--- src/rtl/updown_sweep_ctrl_pkg.sv ---
// Shared types and constants for the up/down triangle-sweep sequencer.
package updown_pkg;

    // Default counter width and sweep-count width.
    localparam int unsigned N_DEF  = 4;
    localparam int unsigned SW_DEF = 4;

    // Direction encoding seen by the counter's up_down input.
    localparam logic DIR_UP = 1'b1;
    localparam logic DIR_DN = 1'b0;

    // Sequencer states.
    typedef enum logic [1:0] {
        IDLE,
        UP,
        DOWN,
        DONE
    } state_t;

endpackage

--- src/rtl/updown_sweep_ctrl_counter.sv ---
// Free-running N-bit up/down counter with synchronous clear and no hold.
module up_down_counter #(
    parameter int unsigned N = 4
) (
    input  logic         clk,
    input  logic         rst,
    input  logic         up_down,
    output logic [N-1:0] count
);

    // Clear on rst, otherwise step by one every clock in the selected direction.
    always_ff @(posedge clk) begin
        if (rst) begin
            count <= '0;
        end else if (up_down) begin
            count <= count + N'(1);
        end else begin
            count <= count - N'(1);
        end
    end

endmodule

--- src/rtl/updown_sweep_ctrl.sv ---
// Triangle-sweep sequencer: runs the up/down counter 0 -> hi -> 0, n_sweeps times.
module updown_sweep_ctrl
    import updown_pkg::*;
#(
    parameter int unsigned N  = N_DEF,
    parameter int unsigned SW = SW_DEF
) (
    input  logic          clk,
    input  logic          rst,
    input  logic          start,
    input  logic          stop,
    input  logic [N-1:0]  hi,
    input  logic [SW-1:0] n_sweeps,
    output logic [N-1:0]  count,
    output logic          dir,
    output logic          busy,
    output logic [SW-1:0] sweep_idx,
    output logic          done
);

    state_t        state_q, state_d;
    logic [N-1:0]  hi_q, hi_d;
    logic [SW-1:0] n_q, n_d;
    logic [SW-1:0] idx_q, idx_d;
    logic          cnt_rst_q, cnt_rst_d;
    logic          dir_q, dir_d;
    logic          ctr_rst;
    logic          running;

    assign running = (state_q == UP) || (state_q == DOWN);

    // The counter has one edge of latency from its inputs, so a registered clear alone
    // would let it step once more on the reset/abort edge. rst and an accepted stop are
    // folded in combinationally; neither depends on count, so there is no loop.
    assign ctr_rst = rst | cnt_rst_q | (stop & running);

    up_down_counter #(
        .N (N)
    ) u_counter (
        .clk     (clk),
        .rst     (ctr_rst),
        .up_down (dir_q),
        .count   (count)
    );

    // Next-state and next-output decode; look-ahead on count so dir flips as the peak
    // or the floor is reached rather than one edge late.
    always_comb begin
        state_d   = state_q;
        hi_d      = hi_q;
        n_d       = n_q;
        idx_d     = idx_q;
        cnt_rst_d = cnt_rst_q;
        dir_d     = dir_q;

        unique case (state_q)
            IDLE: begin
                cnt_rst_d = 1'b1;
                dir_d     = DIR_UP;
                if (start) begin
                    if ((hi != '0) && (n_sweeps != '0)) begin
                        hi_d      = hi;
                        n_d       = n_sweeps;
                        idx_d     = '0;
                        cnt_rst_d = 1'b0;
                        dir_d     = DIR_UP;
                        state_d   = UP;
                    end else begin
                        // Zero-length request completes without touching the counter.
                        state_d = DONE;
                    end
                end
            end

            UP: begin
                if (stop) begin
                    cnt_rst_d = 1'b1;
                    dir_d     = DIR_UP;
                    state_d   = IDLE;
                end else if (count == (hi_q - N'(1))) begin
                    dir_d   = DIR_DN;
                    state_d = DOWN;
                end
            end

            DOWN: begin
                if (stop) begin
                    cnt_rst_d = 1'b1;
                    dir_d     = DIR_UP;
                    state_d   = IDLE;
                end else if (count == N'(1)) begin
                    // n_q is never zero here, so n_q - 1 cannot underflow.
                    if (idx_q == (n_q - SW'(1))) begin
                        cnt_rst_d = 1'b1;
                        dir_d     = DIR_UP;
                        state_d   = DONE;
                    end else begin
                        idx_d   = idx_q + SW'(1);
                        dir_d   = DIR_UP;
                        state_d = UP;
                    end
                end
            end

            DONE: begin
                cnt_rst_d = 1'b1;
                dir_d     = DIR_UP;
                state_d   = IDLE;
            end

            default: begin
                cnt_rst_d = 1'b1;
                dir_d     = DIR_UP;
                state_d   = IDLE;
            end
        endcase
    end

    // State, latched request and registered counter controls.
    always_ff @(posedge clk) begin
        if (rst) begin
            state_q   <= IDLE;
            hi_q      <= '0;
            n_q       <= '0;
            idx_q     <= '0;
            cnt_rst_q <= 1'b1;
            dir_q     <= DIR_UP;
        end else begin
            state_q   <= state_d;
            hi_q      <= hi_d;
            n_q       <= n_d;
            idx_q     <= idx_d;
            cnt_rst_q <= cnt_rst_d;
            dir_q     <= dir_d;
        end
    end

    assign dir       = dir_q;
    assign busy      = running;
    assign done      = (state_q == DONE);
    assign sweep_idx = idx_q;

endmodule

--- config.mk ---
export PLATFORM = sky130hd
export DESIGN_NAME = updown_sweep_ctrl
export DESIGN_NICKNAME = d
export VERILOG_FILES = /design/src/rtl/updown_sweep_ctrl_pkg.sv /design/src/rtl/updown_sweep_ctrl_counter.sv /design/src/rtl/updown_sweep_ctrl.sv
export SDC_FILE = /design/constraint.sdc
export NUM_CORES = 1
export LEC_CHECK = 0
export ABC_AREA = 1
export ABC_CLOCK_PERIOD_IN_PS = 1450
export BUFFER_PORTS_ARGS = -buffer_cell sky130_fd_sc_hd__buf_4
export CAP_MARGIN = 20
export CORE_MARGIN = 5
export CORE_UTILIZATION = 40
export DETAILED_ROUTE_END_ITERATION = 12
export SETUP_SLACK_MARGIN = 0.1
export SLEW_MARGIN = 20
export SYNTH_ARGS = -nofsm -noshare
export SYNTH_HDL_FRONTEND = slang
export SYNTH_SLANG_ARGS = --single-unit
--- constraint.sdc ---
create_clock -name clk -period 1.45 [get_ports clk]
set_input_delay 0.29 -clock clk [delete_from_list [all_inputs] [get_ports clk]]
set_output_delay 0.29 -clock clk [all_outputs]
set_load 0.005 [all_outputs]
* After elaboration in Yosys (flattened, before gate mapping) *
Cells that the tools add are included.

storage, ports and cells
  flip-flop bits (word level) = 20
  input bits = 12
  output and inout port bits = 11

cells by class
  add/sub/neg operators = 5
  equality and inequality tests = 15
  multiplexer cells = 27
  bitwise operators = 3
  reduce and logical (&&, ||, !) cells = 12

operator list
  kind                                                                     number
  4-bit two-way mux                                                        6
  2-bit two-way mux                                                        7
  4-bit by 1-bit subtractor with 4-bit output, second input constant       3
  1-bit two-way mux                                                        10
  2-bit inequality test, second input constant                             5
  3-bit by 2-bit inequality test with 1-bit output, second input constant  3
  3-bit AND reduction                                                      3
  4-bit by 1-bit adder with 4-bit output, second input constant            2
  4-bit equality test                                                      2
  2-bit case mux with 4 select lines                                       1
  4-bit case mux with 2 select lines                                       1
  4-bit nonzero test                                                       2
  6-bit AND reduction                                                      1
  2-bit equality test, second input constant                               2
  4-bit by 1-bit equality test with 1-bit output, second input constant    1
  1-bit case mux with 4 select lines                                       1
  1-bit case mux with 3 select lines                                       1
  2-bit by 1-bit equality test with 1-bit output, second input constant    1
  2-bit zero test                                                          1
  2-bit by 1-bit inequality test with 1-bit output, second input constant  1
  1-bit bitwise OR                                                         2
  2-bit AND reduction                                                      1
  2-bit nonzero test                                                       1
  2-bit OR reduction                                                       1
  3 further kinds                                                          3

* Longest topological paths before layout *
  word-level depth = 6
  mapped depth = 14
  mapped depth without buffers = 14

* Hierarchy *
From an unflattened synthesis, not the netlist that was laid out.

second synthesis, totals
  cells, all modules = 200
  area, all modules = 1358.8 um2

by module, submodules not included
  module             times used  cells each  area each (um2)  seq. area each (um2)
  updown_sweep_ctrl  1           174         1147.4           320.3
  up_down_counter    1           26          211.5            80.1

* Worst setup path after synthesis *
OpenSTA, ideal clock, no wires.

  path type = reg2reg
  start = reg n_q[0]
  end = reg idx_q[0], in the netlist sweep_idx[0]
  library setup time = 0.115 ns
  arrival time = 1.423 ns
  data required time = 1.335 ns
  path slack = -0.088 ns
  stages on the path, launching flop included = 13
  path buffers = 0
  period minus slack after synthesis = 1.538 ns
  cell sequence = dfxtp_1 inv_1 ha_1 nand2_1 clkinv_1 nor2_1 nand2_1 nor2_2 nand2_2 nand2_2 nand2_4 a21oi_1 nor2_1

between the ends
  longest elaborated chain between the ends = 4

RTL lines
  what                                         line                      text
  start, declared                              updown_sweep_ctrl.sv:23   logic [SW-1:0] n_q, n_d;
  start signal, assigned                       updown_sweep_ctrl.sv:131  n_q <= n_d;
  4-bit by 1-bit subtractor with 4-bit output  updown_sweep_ctrl.sv:93   if (idx_q == (n_q - SW'(1))) begin
  4-bit equality test                          updown_sweep_ctrl.sv:93
  2-bit inequality test (no source line)       -
  6-bit AND reduction (no source line)         -
  end signal, assigned                         updown_sweep_ctrl.sv:132  idx_q <= idx_d;
  end, declared                                updown_sweep_ctrl.sv:24   logic [SW-1:0] idx_q, idx_d;

No other way between the ends.
A chain may end at the register's enable or synchronous reset.

* Final worst setup path *
  start = reg n_q[1]
  end = reg state_q[1]

between the ends
  longest elaborated chain between the ends = 6

RTL lines
  what                                         line                      text
  4-bit by 1-bit subtractor with 4-bit output  updown_sweep_ctrl.sv:93
  4-bit equality test                          updown_sweep_ctrl.sv:93
  2-bit two-way mux                            updown_sweep_ctrl.sv:93
  2-bit two-way mux                            updown_sweep_ctrl.sv:91   end else if (count == N'(1)) begin
  2-bit two-way mux                            updown_sweep_ctrl.sv:87   if (stop) begin
  2-bit case mux with 4 select lines           updown_sweep_ctrl.sv:56   unique case (state_q)
  end signal, assigned                         updown_sweep_ctrl.sv:129  state_q <= state_d;
  end, declared                                updown_sweep_ctrl.sv:21   state_t state_q, state_d;

No other way between the ends. The select of a mux whose other input is x is not followed.

==> flow_metrics.tcl <==
set metrics [dict create \
    synth_edf_count 0 \
    rsz0062_at_grt "yes" \
    max_freq_ghz 0.633 \
    fin_nets 259 \
    clock_tree.root_cell "clkbuf_4" \
    synthArstFlopShare 0 \
    num_vias 1297 \
    antenna_found_initial 0 \
    ys_types 23 \
    ff_latch_area_sq_um 409 \
    antennaDiodeCount 0 \
    multi_input_area_sq_um 906 \
    setup_ws_ns -0.129 \
    yosys_warnings 0 \
    drtIter0Drc 43 \
    clk_path_buf_depth 2 \
    netlist.area_leader.share 0.304 \
    slew_headroom 0.692 \
    synth_most_common_cell "nand2_1" \
    outcome "finished, violations left" \
    finalCritPeriodShare 1.09 \
    place.gp.congestion 0.809 \
    min_path_cells 2 \
    grt_first_pass_wirelength_mm 5.57 \
    period_needed_ns 1.58 \
    coreArea_sq_um 3100 \
    cp.arrival_ns 1.85 \
    netlist_area_sq_um 1320 \
    holdWs_ns 0.123 \
    violations "negative setup slack" \
    die_y_um 67.3 \
    wl_mm 3.15 \
    drc 0 \
    dr.pass1.iters 4 \
    p_switching_uw 1270 \
    endpoint_kind "flip-flop" \
    syn_inst 191 \
    ir_drop_uv 680 \
    viasPerCell 4.67 \
    initial_core_util 0.424 \
    clk_latency_ns 0.32 \
    dieArea_sq_um 4530 \
    setup_viol 7 \
    seqPwrFrac 0.273 \
    synthTopCellsByCount "43 x nand2_1, 31 x nor2_1, 20 x dfxtp_1" \
    first_global_vias 1259 \
    drv_slew 0 \
    worst-r2r-cell-count 12 \
    syn_avg_cell_area_sq_um 6.88 \
    cap_viol_max_count 0 \
    p_leak_uw 0.000859 \
    skew_ns 0.00831 \
    drive_gt1_frac 0.389 \
    hold_class "primary input to flip-flop" \
    grt_max_degree 16 \
    crit_fanout 2 \
    pwr-share-clk 0.099 \
    swShare 0.432 \
    setup_tns_ns -0.603 \
    synthTopCellsByArea "dfxtp_1 30%, nand2_1 12%, ha_1 10%" \
    grt_use_total 0.160 \
    p_int_uw 1660 \
    htree_levels 1 \
    overflow 0 \
    ys.flop_type "dfxtp_1" \
    dp_hpwl_mm 2.39 \
    powerDensity_nw_per_um2 1610 \
    cts_num_sinks 20 \
    dpl.cell_count 268 \
    portBuffers 22 \
    clkTransAtPathRegs_ns 0.12 \
    finalHoldViolCount 0 \
    ioPinCount 23 \
    tightestPinTransition_ns 0.461 \
    numCtsBuffers 3 \
    postRouteAntennaNets 0 \
    cts_tree "yes" \
    die_w_um 67.3 \
    area_growth_pct 38.2 \
    worstSetupStartpointType "flip-flop" \
    row_count 20 \
    synth_nets 214 \
    wl_per_cell_um 11.3 \
    yosysTopAreaCell "dfxtp_1" \
    worst-setup-path-type "flip-flop to flip-flop" \
    p_comb_frac 0.628 \
    synth-seq-cells 20 \
    final_cells 278 \
    critPathRequiredTime_ns 1.72 \
    seq_area_frac_synth 0.304 \
    fill_cells 312 \
]
layer usage:
layer  routed length (um)  track usage  vias up
li1                     -            -      681
met1                 1350        0.180      593
met2                 1640        0.292       18
met3                  103       0.0233        5
met4                   60       0.0759        0
met5                    0            0        -
flip-flops by register name, summed over array words and instances (netlist names):
signal	cells
n_q	4
cnt_rst_q	1
u_counter.count	4
dir	1
state_q	2
hi_q	4
sweep_idx	4
worst paths after layout:
kind | from | endpoint | slack, ns
setup reg to reg | n_q[1] | state_q[1] | -0.13
setup / recovery | n_q[1] | state_q[1] | -0.13
hold reg to reg | n_q[2] | n_q[2] | 0.50
hold / removal | rst | sweep_idx[3] | 0.12
layout make-up:
class,count,area share
Timing Repair Buffer,42,0.180
Tap cell,44,0.0303
Inverter,23,0.0537
Clock buffer,3,0.0124
Sequential cell,20,0.225
Multi-Input combinational cell,146,0.499
cells in the final DEF (no fill, tap or decap):
cell type  synthesis  final
dfxtp_2            0      7
ha_1              11      6
o21ai_0            6      5
buf_4              0     39
mux2_2             1      1
dfxtp_1           20     13
o21ai_1            4      5
nand3_2            0      1
inv_1             17     12
buf_6              0      3
nor2_2             2      2
o31ai_1            1      1
nand2_4            2      2
nand3_1           12     11
xor2_1             8      8
a21oi_4            1      1
or2_2              1      1
clkbuf_4           0      3
nand2_2            4     10
nand2_1           43     37
a21oi_2            0      3
nor3_4             0      1
inv_4              0      2
nor2_1            31     30
inv_2              4      7
clkinv_2           0      1
o211ai_1           1      1
nor2_4             0      1
a21oi_1           12      9
clkinv_4           0      1
xnor2_1            5      5
ha_2               0      2
ha_4               0      3
timing repair:
| action | CTS | global route |
|---|---|---|
| endpoints found under the hold margin | 0 | 0 |
| setup buffers | 6 | 1 |
| resized for setup | 12 | 13 |
| endpoints found under the setup margin | 16 | 12 |
| pin swaps | 8 | 3 |
| hold buffers | 0 | 0 |
worst max-delay path, stage by stage (launching register included):
cell,delay (ns)
dfxtp_2,0.36
clkinv_4,0.05
ha_4,0.24
nand2_2,0.07
clkinv_2,0.04
nor2_1,0.08
nand2_1,0.09
nor2_4,0.11
buf_4,0.12
nand3_2,0.06
a21oi_2,0.16
nor2_2,0.06
nor2_1,0.08
cells by family after synthesis:
kind of cell               Yosys count  share of synthesized area
DFF                                 20                      0.304
AOI/OAI and AO/OA                   25                      0.108
buffers and inverters               25                     0.0733
muxes                                1                    0.00856
adders and majority gates           11                      0.105
and+or+nand+nor                     96                      0.315
xor gates and xnor gates            13                     0.0866
through the flow:
step                      total power [uW]  area [sq um]   util  worst slack [ns]
after floorplan                       1870          1360      -            0.0200
after global routing                  3210          1820  0.585            -0.258
after detailed placement              2340          1670  0.537           -0.0907
after global placement                2290          1670  0.537           -0.0423
after CTS                             2840          1780  0.572            -0.117
final                                 2930          1820  0.585            -0.129
power groups by stage:
stage / combinational (uW) / clock, uW / sequential (uW)
after floorplan: 1080 / 0 / 793
after global placement: 1500 / 0 / 785
after detailed placement: 1550 / 0 / 788
after CTS: 1760 / 284 / 795
after global routing: 2060 / 325 / 818
final: 1840 / 290 / 799
Power figures use the tool's default switching activity.
